`src/rtl/uart_core_if.sv`:
```
// uart_core_if: bus-side TX/RX valid/ready bundle for uart_core
interface uart_core_if #(parameter int DATA_BITS = 8);
  logic [DATA_BITS-1:0] tx_data;
  logic                 tx_valid;
  logic                 tx_ready;
  logic [DATA_BITS-1:0] rx_data;
  logic                 rx_valid;
  logic                 rx_ready;
  logic                 rx_parity_err;
  logic                 rx_frame_err;
  logic                 rx_overrun;
  modport master (
    output tx_data, tx_valid, rx_ready,
    input  tx_ready, rx_data, rx_valid, rx_parity_err, rx_frame_err, rx_overrun
  );
  modport slave (
    input  tx_data, tx_valid, rx_ready,
    output tx_ready, rx_data, rx_valid, rx_parity_err, rx_frame_err, rx_overrun
  );
endinterface

```
`src/rtl/uart_core.sv`:
```
// uart_core: 16x-oversampled full-duplex UART with valid/ready TX and RX sides
module uart_core #(
  parameter int BAUD_DIV  = 27,
  parameter int DATA_BITS = 8,
  parameter int PARITY    = 0,
  parameter int STOP_BITS = 1
) (
  input  logic       clk,
  input  logic       rst_n,
  uart_core_if.slave bus,
  output logic       tx_o,
  input  logic       rx_i
);
  localparam int         CW     = $clog2(BAUD_DIV);
  localparam logic [2:0] LAST_D = 3'(DATA_BITS - 1);
  localparam logic [2:0] LAST_S = 3'(STOP_BITS - 1);
  localparam logic       ODD    = (PARITY == 2);
  typedef enum logic [2:0] {IDLE, START, DATA, PAR, STOP} state_t;
  logic [CW-1:0] div_q;
  logic          tick;
  assign tick = div_q == CW'(BAUD_DIV - 1);
  always_ff @(posedge clk or negedge rst_n)
    if (!rst_n) div_q <= '0;
    else div_q <= tick ? '0 : div_q + 1'b1;
  state_t               tx_st_q, tx_st_d;
  logic [3:0]           tx_cnt_q, tx_cnt_d;
  logic [2:0]           tx_idx_q, tx_idx_d;
  logic [DATA_BITS-1:0] tx_sh_q, tx_sh_d;
  logic                 tx_par_q, tx_par_d, tx_end, tx_done, tx_rdy;
  assign tx_end = tick && tx_cnt_q == 4'hf;
  always_comb begin
    tx_st_d  = tx_st_q;
    tx_cnt_d = tick ? tx_cnt_q + 4'd1 : tx_cnt_q;
    tx_idx_d = tx_idx_q;
    tx_sh_d  = tx_sh_q;
    tx_par_d = tx_par_q;
    tx_done  = 1'b0;
    case (tx_st_q)
      START: if (tx_end) tx_st_d = DATA;
      DATA: if (tx_end) begin
        tx_sh_d  = tx_sh_q >> 1;
        tx_idx_d = tx_idx_q == LAST_D ? '0 : tx_idx_q + 3'd1;
        if (tx_idx_q == LAST_D) tx_st_d = PARITY != 0 ? PAR : STOP;
      end
      PAR: if (tx_end) tx_st_d = STOP;
      STOP: if (tx_end) begin
        tx_done  = tx_idx_q == LAST_S;
        tx_idx_d = tx_done ? '0 : tx_idx_q + 3'd1;
        if (tx_done) tx_st_d = IDLE;
      end
      default: ;
    endcase
    // ready on the final stop cycle lets a new frame start with no idle gap
    tx_rdy = tx_st_q == IDLE || tx_done;
    if (bus.tx_valid && tx_rdy) begin
      tx_st_d  = START;
      tx_cnt_d = '0;
      tx_idx_d = '0;
      tx_sh_d  = bus.tx_data;
      tx_par_d = ^bus.tx_data ^ ODD;
    end
  end
  always_ff @(posedge clk or negedge rst_n)
    if (!rst_n) begin
      tx_st_q  <= IDLE;
      tx_cnt_q <= '0;
      tx_idx_q <= '0;
      tx_sh_q  <= '0;
      tx_par_q <= 1'b0;
    end else begin
      tx_st_q  <= tx_st_d;
      tx_cnt_q <= tx_cnt_d;
      tx_idx_q <= tx_idx_d;
      tx_sh_q  <= tx_sh_d;
      tx_par_q <= tx_par_d;
    end
  assign bus.tx_ready = tx_rdy;
  assign tx_o = tx_st_q == START ? 1'b0 : tx_st_q == DATA ? tx_sh_q[0] : tx_st_q == PAR ? tx_par_q : 1'b1;
  logic                 rx_s1_q, rx_s2_q, rx_prev_q;
  state_t               rx_st_q, rx_st_d;
  logic [3:0]           rx_cnt_q, rx_cnt_d;
  logic [2:0]           rx_idx_q, rx_idx_d;
  logic [DATA_BITS-1:0] rx_sh_q, rx_sh_d, rx_data_q, rx_data_d;
  logic                 rx_par_q, rx_par_d, rx_samp, rx_done;
  logic                 rx_valid_q, rx_valid_d, rx_perr_q, rx_perr_d;
  logic                 rx_ferr_q, rx_ferr_d, rx_ovr_q, rx_ovr_d;
  // start bit is sampled after 8 ticks, every later bit 16 ticks on: mid-bit
  assign rx_samp = tick && rx_cnt_q == (rx_st_q == START ? 4'd7 : 4'd15);
  always_comb begin
    rx_st_d    = rx_st_q;
    rx_cnt_d   = rx_samp ? '0 : tick ? rx_cnt_q + 4'd1 : rx_cnt_q;
    rx_idx_d   = rx_idx_q;
    rx_sh_d    = rx_sh_q;
    rx_par_d   = rx_par_q;
    rx_done    = 1'b0;
    case (rx_st_q)
      IDLE: if (rx_prev_q && !rx_s2_q) begin
        rx_st_d  = START;
        rx_cnt_d = '0;
        rx_idx_d = '0;
      end
      START: if (rx_samp) rx_st_d = rx_s2_q ? IDLE : DATA;
      DATA: if (rx_samp) begin
        rx_sh_d  = {rx_s2_q, rx_sh_q[DATA_BITS-1:1]};
        rx_idx_d = rx_idx_q + 3'd1;
        if (rx_idx_q == LAST_D) rx_st_d = PARITY != 0 ? PAR : STOP;
      end
      PAR: if (rx_samp) begin
        rx_par_d = rx_s2_q;
        rx_st_d  = STOP;
      end
      STOP: if (rx_samp) begin
        rx_st_d = IDLE;
        rx_done = 1'b1;
      end
      default: ;
    endcase
    // draining first means a same-cycle completion refills instead of overrunning
    rx_valid_d = rx_valid_q && !bus.rx_ready;
    rx_data_d  = rx_data_q;
    rx_perr_d  = rx_perr_q;
    rx_ferr_d  = rx_ferr_q;
    rx_ovr_d   = rx_done && rx_valid_d;
    if (rx_done && !rx_valid_d) begin
      rx_valid_d = 1'b1;
      rx_data_d  = rx_sh_q;
      rx_perr_d  = (PARITY != 0) && (rx_par_q != (^rx_sh_q ^ ODD));
      rx_ferr_d  = !rx_s2_q;
    end
  end
  always_ff @(posedge clk or negedge rst_n)
    if (!rst_n) begin
      rx_s1_q    <= 1'b1;
      rx_s2_q    <= 1'b1;
      rx_prev_q  <= 1'b1;
      rx_st_q    <= IDLE;
      rx_cnt_q   <= '0;
      rx_idx_q   <= '0;
      rx_sh_q    <= '0;
      rx_par_q   <= 1'b0;
      rx_valid_q <= 1'b0;
      rx_data_q  <= '0;
      rx_perr_q  <= 1'b0;
      rx_ferr_q  <= 1'b0;
      rx_ovr_q   <= 1'b0;
    end else begin
      rx_s1_q    <= rx_i;
      rx_s2_q    <= rx_s1_q;
      rx_prev_q  <= rx_s2_q;
      rx_st_q    <= rx_st_d;
      rx_cnt_q   <= rx_cnt_d;
      rx_idx_q   <= rx_idx_d;
      rx_sh_q    <= rx_sh_d;
      rx_par_q   <= rx_par_d;
      rx_valid_q <= rx_valid_d;
      rx_data_q  <= rx_data_d;
      rx_perr_q  <= rx_perr_d;
      rx_ferr_q  <= rx_ferr_d;
      rx_ovr_q   <= rx_ovr_d;
    end
  assign bus.rx_data       = rx_data_q;
  assign bus.rx_valid      = rx_valid_q;
  assign bus.rx_parity_err = rx_perr_q;
  assign bus.rx_frame_err  = rx_ferr_q;
  assign bus.rx_overrun    = rx_ovr_q;
endmodule

```
`src/flat_wrapper.sv`:
```
// flat-port wrapper written by rule: the top's interface ports become plain ports
module uart_core_flat 
#(
  parameter int BAUD_DIV  = 27,
  parameter int DATA_BITS = 8,
  parameter int PARITY    = 0,
  parameter int STOP_BITS = 1
)
  (clk, rst_n, tx_o, rx_i, bus_tx_data, bus_tx_valid, bus_rx_ready, bus_tx_ready, bus_rx_data, bus_rx_valid, bus_rx_parity_err, bus_rx_frame_err, bus_rx_overrun);
  uart_core_if #(.DATA_BITS(DATA_BITS)) bus_i ();
  input  logic clk;
  input  logic rst_n;
  output logic tx_o;
  input  logic rx_i;
  input wire logic [$bits(bus_i.tx_data)-1:0] bus_tx_data;
  input wire logic [$bits(bus_i.tx_valid)-1:0] bus_tx_valid;
  input wire logic [$bits(bus_i.rx_ready)-1:0] bus_rx_ready;
  output wire logic [$bits(bus_i.tx_ready)-1:0] bus_tx_ready;
  output wire logic [$bits(bus_i.rx_data)-1:0] bus_rx_data;
  output wire logic [$bits(bus_i.rx_valid)-1:0] bus_rx_valid;
  output wire logic [$bits(bus_i.rx_parity_err)-1:0] bus_rx_parity_err;
  output wire logic [$bits(bus_i.rx_frame_err)-1:0] bus_rx_frame_err;
  output wire logic [$bits(bus_i.rx_overrun)-1:0] bus_rx_overrun;
  assign bus_i.tx_data = bus_tx_data;
  assign bus_i.tx_valid = bus_tx_valid;
  assign bus_i.rx_ready = bus_rx_ready;
  assign bus_tx_ready = bus_i.tx_ready;
  assign bus_rx_data = bus_i.rx_data;
  assign bus_rx_valid = bus_i.rx_valid;
  assign bus_rx_parity_err = bus_i.rx_parity_err;
  assign bus_rx_frame_err = bus_i.rx_frame_err;
  assign bus_rx_overrun = bus_i.rx_overrun;
  uart_core #(.BAUD_DIV(BAUD_DIV), .DATA_BITS(DATA_BITS), .PARITY(PARITY), .STOP_BITS(STOP_BITS)) u_core (.clk(clk), .rst_n(rst_n), .bus(bus_i), .tx_o(tx_o), .rx_i(rx_i));
endmodule
```
`config.mk`:
```
export PLATFORM = sky130hd
export DESIGN_NAME = uart_core_flat
export DESIGN_NICKNAME = d
export VERILOG_FILES = /design/src/rtl/uart_core_if.sv /design/src/rtl/uart_core.sv /design/src/flat_wrapper.sv
export SDC_FILE = /design/constraint.sdc
export NUM_CORES = 1
export LEC_CHECK = 0
export ABC_AREA = 1
export CORE_MARGIN = 3
export CORE_UTILIZATION = 58
export DETAILED_ROUTE_END_ITERATION = 8
export PLACE_DENSITY = 0.8
export SKIP_LAST_GASP = 1
export SYNTH_ARGS = -nofsm -noshare
export SYNTH_HDL_FRONTEND = slang
export SYNTH_SLANG_ARGS = --single-unit
export TNS_END_PERCENT = 30
```
`constraint.sdc`:
```
create_clock -name clk -period 1.8 [get_ports clk]
set_clock_uncertainty 0.15 [all_clocks]
set_input_delay 0.27 -clock clk [delete_from_list [all_inputs] [get_ports clk]]
set_output_delay 0.27 -clock clk [all_outputs]
set_load 0.01 [all_outputs]
```
==> Word-level counts from Yosys, hierarchy flattened <==
Index checks and enable logic that the tools add are counted.
Widths: inputs -> output; s select.
{ "word_totals": {"register_bits": 56, "out_inout_bits": 14, "wordCells": 119} }
{ "classes": {"n_addsub": 5, "n_eq_ne": 25, "muxes": 44, "reduce_logical": 28} }
{ "ops": {"columns": ["operator", "count"], "rows": [
  ["$mux 3", 20],
  ["$mux 4", 7],
  ["$mux 8", 3],
  ["$ne 3x1->1 const B", 6],
  ["$pmux 3 s5", 1],
  ["$reduce_and 7->1", 2],
  ["$eq 3x2->1 const B", 4],
  ["$eq 3x3->1 const B", 4],
  ["$ne 2x1->1 const B", 6],
  ["$pmux 3 s2", 2],
  ["$pmux 3 s4", 1],
  ["$reduce_bool 5->1", 2],
  ["$logic_not 3->1", 3],
  ["$add 4x1->4 const B", 2],
  ["$mux 1", 8],
  ["$reduce_bool 2->1", 4],
  ["$reduce_xor 8->1", 1],
  ["$logic_and 1x1->1", 7],
  ["$add 3x1->3 const B", 2],
  ["$eq 3x1->1 const B", 2],
  ["$reduce_and 3->1", 2],
  ["$add 5x1->5 const B", 1],
  ["$eq 5x5->1 const B", 1],
  ["$mux 5", 1],
  ["other kinds (7)", 10]
]} }

==> Logic depth before layout (Yosys ltp) <==
{ "logic_depth": {"word_depth": 8, "mapped_depth": 11, "ltp_nobuf": 11} }

==> Worst setup path after synthesis <==
OpenSTA, ideal clock, no wires.
{ "synth_path": {"kind": "flip-flop to flip-flop", "startpoint": "register u_core.div_q[0]", "endpoint": "register u_core.tx_cnt_q[2]", "t_arrival_ns": 1.419, "t_required_ns": 1.537, "path_slack_ns": 0.117, "stages_incl_launch_ff": 11, "n_path_buf": 1, "synth_period_minus_slack_ns": 1.683, "path_cell_list": "dfrtp_1 inv_1 ha_1 nand2_1 nor2_4 nand3_2 nand2_4 nand3_4 buf_6 nand3_1 inv_2"} }
{ "synth_via": {"elab_chain_len": 7} }
{ "synth_lines": {"columns": ["element", "line_no", "source"], "rows": [
  ["start: declaration", "uart_core.sv:19", "logic [CW-1:0] div_q;"],
  ["start signal: assignment", "uart_core.sv:24", "else div_q <= tick ? '0 : div_q + 1'b1;"],
  ["$eq 5x5->1 *", "uart_core.sv:21", "assign tick = div_q == CW'(BAUD_DIV - 1);"],
  ["$logic_and 1x1->1", "uart_core.sv:30", "assign tx_end = tick && tx_cnt_q == 4'hf;"],
  ["$mux 1", "uart_core.sv:46", "STOP: if (tx_end) begin"],
  ["$mux 1", "uart_core.sv:38", "case (tx_st_q)"],
  ["$logic_or 1x1->1", "uart_core.sv:54", "tx_rdy = tx_st_q == IDLE || tx_done;"],
  ["$logic_and 1x1->1", "uart_core.sv:55", "if (bus.tx_valid && tx_rdy) begin"],
  ["$mux 4 or $reduce_bool 2->1 (tied branches)", null, null],
  ["end signal: assignment", "uart_core.sv:72", "tx_cnt_q <= tx_cnt_d;"],
  ["end: declaration", "uart_core.sv:26", "logic [3:0] tx_cnt_q, tx_cnt_d;"]
]} }
Every way passes the cells marked *; elsewhere a longest branch is shown, timed or not.
A chain may end at the register's enable or synchronous reset.

==> Worst setup path in the final report <==
{ "layout_path": {"startpoint": "register u_core.div_q[0]", "endpoint": "register u_core.rx_data_q[0], in the netlist u_core.bus.rx_data[0]"} }
{ "layout_via": {"elab_chain_len": 5} }
{ "layout_lines": {"columns": ["element", "line_no", "source"], "rows": [
  ["$eq 5x5->1", "uart_core.sv:21", null],
  ["$logic_and 1x1->1", "uart_core.sv:88", "assign rx_samp = tick && rx_cnt_q == (rx_st_q == START ? 4'd7 : 4'd15);"],
  ["$mux 1", "uart_core.sv:112", "STOP: if (rx_samp) begin"],
  ["$mux 1", "uart_core.sv:96", "case (rx_st_q)"],
  ["$logic_and 1x1->1", "uart_core.sv:124", "if (rx_done && !rx_valid_d) begin"],
  ["end signal: assignment", "uart_core.sv:156", "rx_data_q <= rx_data_d;"],
  ["end: declaration", "uart_core.sv:83", "logic [DATA_BITS-1:0] rx_sh_q, rx_sh_d, rx_data_q, rx_data_d;"]
]} }
No other way between the ends.

==> metrics <==
run status=finished, violations left; failing checks=negative setup slack; CP Launch Point=u_core.div_q[0]$_DFF_PN0_; area of the multi-input gates=1473 um2; Cell variety after synth=33; Final ANT Viol Nets=0; CTS tree=built; Final Hold Viols=0; WS Path Type=reg -> reg; final core occ=78.68%; Crit Path Max Fanout=7; setup ws final=-142.2 ps; startpoint class of the critical path=flop; Ys Warns=0; Power Total=2503 uW; WHS=214.2 ps; leading area contributor after synthesis=dfrtp_1; VDD IR max=547.5 uV; DP Wirelength=4428 um; Root Driver=clkbuf_8; Core Rows=25; Sink Count=56; DIE WIDTH=78.61 um; Antenna diodes=0; Clock Pin Slew Worst Setup and Hold Paths=100 ps; post-layout min period=1942 ps; gr usage total=21.71%; RSZ-0062 raised after global routing=true; GP Congestion=0.7858; synthesized area per cell=7.645 um2; max capacitance violation total=0; r2r startpoint=u_core.div_q[0]$_DFF_PN0_; slowest CP cell=dfrtp_1; routed len/inst=12.46 um; Arr. time, crit path=2000 ps; flops & latches, synth=56; vias in the first global route=2552; Worst setup EP type=flop; max-slew violations=0; drt initial violations=152; Top FF cell, synth=dfrtp_1; pin count of the biggest net entering global routing=57; CP max stage delay=390 ps; WL final=6629 um; EDFF count, synth=0; critical path required time=1860 ps; Layout Nets=486; Vias/cell=5.085; first-pass GRT wire length=10830 um; gr ovfl total=0; reg2reg path depth=11; core area=4911 um2; PortBufs=25; IO Pins=27; reg2reg end=u_core.bus.rx_data[0]$_DFFE_PN0P_; Final Setup Violations=28; total number of vias=2705; Storage cell area=1405 um2; Die Height=78.61 um; area grow syn2layout=26.35%; pwr/cell area=647.8 nW/um2; drt pass-1 iters=4; syn_nets=422; Worst Hold Class=reg -> reg; post-synth top area share=43.37%; Mapped Cells=400; most common cell after layout, fill and taps aside=nand2_1; die area=6180 um2; layout cells sized above 1=19.78%; Period Utilization, post-route=107.9%; Fillers=348; clock latency on the worst-skew pair=310 ps; antenna violations before repair=0; fraction of registers with async set/reset=100.0%; dominant cells by area after synthesis=dfrtp_1 43%, nand2_1 18%, inv_1 6.9%, nand4_1 4.3%, ha_1 3.7%; Buffers & Inverters on Critical Path=3; sequential share of the synthesized area=45.95%; crit-path cells=inv_1 -> ha_2 -> nand2_2 -> nor2_4 -> buf_4 -> buf_8 -> nand3_4 -> nor2_4 -> nand3_4 -> nand2_2 -> nand2_1; # H-tree levels=2; Max clock buf depth=2; most frequent cells in the layout=136 x nand2_1, 55 x inv_1, 53 x dfrtp_1; Worst path depth=11; fmax=514.9 MHz; leakage=0.002084 uW; Mapped Area=3058 um2; Starting Density=62.27%; DRC=0; r2r setup slk=-140 ps; CP top delay family=simple AND/OR/NAND/NOR gates; total CTS buffers=5; CP Capture Point=u_core.bus.rx_data[0]$_DFFE_PN0P_
==> what timing repair did <==
action | in CTS | in global routing
endpoints found under the setup margin | 34 | 50
resized for setup | 11 | 22
endpoints found under the hold margin | 53 | 0
pin swaps | 4 | 5
cloned | 0 | 4
buffers inserted | 1 | 9
hold buffers | 1 | 0
==> cells by family after synthesis <==
kind of cell	share of synthesized area, %
and+or+nand+nor	35.23
buffers and inverters	9.329
DFF	45.95
AOI/OAI and AO/OA	2.823
xor gates and xnor gates	2.864
adders and majority gates	3.683
other	0.1226
==> cell type report <==
type                       instances  area share (%)
clock inverter                     3          0.6801
clock buffer                       5           1.781
sequential                        56           36.37
multi-input combinational        275           38.12
inverter                          65           6.315
timing repair buffer              61           14.57
tap                               67           2.170
==> metrics by stage <==
| step | setup TNS [ps] | area (um2) | worst slack [ps] | cells |
|---|---|---|---|---|
| 6_report | -1748 | 3864 | -142.2 | 532 |
| 5_1_grt | -6668 | 3864 | -256.7 | 532 |
| 4_1_cts | -686.7 | 3662 | -125.8 | 519 |
| 3_5_place_dp | -1612 | 3538 | -226.6 | 509 |
| 3_3_place_gp | -619.4 | 3538 | -193.9 | 509 |
| 2_1_floorplan | 0 | 3058 | 117.5 | 400 |
==> sequential cells by signal, indices dropped and copies added, names as in the netlist <==
signal                   flops
u_core.bus.rx_data           8
u_core.rx_sh_q               8
u_core.tx_sh_q               8
u_core.div_q                 5
u_core.rx_cnt_q              4
u_core.tx_cnt_q              4
u_core.rx_idx_q              3
u_core.rx_st_q               3
u_core.tx_idx_q              3
u_core.tx_st_q               3
u_core.bus.rx_frame_err      1
u_core.bus.rx_overrun        1
u_core.bus.rx_valid          1
u_core.rx_prev_q             1
u_core.rx_s1_q               1
u_core.rx_s2_q               1
u_core.tx_par_q              1
==> power by group <==
group	total, uW	switching, uW	internal (uW)
Clock	716	431	285
Combinational	456	312	144
Sequential	1330	36.2	1300
==> routing by layer <==
metal	vias up	track usage [%]	routed length [um]
met5	-	0	0
met4	0	7.692	111
li1	1373	-	-
met1	1255	28.12	2964
met2	63	36.59	3264
met3	14	3.784	289
==> synth_stat cells, types with 3 or more instances <==
cell	count
inv_2	9
inv_1	56
a21oi_1	4
nand3_1	22
ha_1	9
o21ai_1	4
nand2_1	146
dfstp_2	3
buf_2	3
o21ai_0	8
nor2_1	26
nand2_2	3
xnor2_1	5
nand4_1	21
nand3_2	3
xor2_1	5
nor2_4	4
dfrtp_1	53
==> worst min path at each step <==
stage / end / cells past startpoint / start
after detailed placement: u_core.tx_cnt_q[0]$_DFFE_PN0P_ / 2 / rst_n
after floorplan: u_core.bus.rx_data[0]$_DFFE_PN0P_ / 0 / rst_n
final: u_core.rx_s2_q$_DFF_PN1_ / 0 / u_core.rx_s1_q$_DFF_PN1_
after global routing: u_core.rx_s1_q$_DFF_PN1_ / 1 / rx_i
after CTS: u_core.rx_s2_q$_DFF_PN1_ / 0 / u_core.rx_s1_q$_DFF_PN1_
after global placement: u_core.tx_cnt_q[3]$_DFFE_PN0P_ / 2 / rst_n
==> worst reg2reg max path: stages, from the launching register on <==
cell and delay [ps]:
dfrtp_1 390, inv_1 60, ha_2 170, nand2_2 70
nor2_4 100, buf_4 120, buf_8 120, nand3_4 80
nor2_4 250, nand3_4 170, nand2_2 90, nand2_1 60
(Power assumes the default switching activity.)
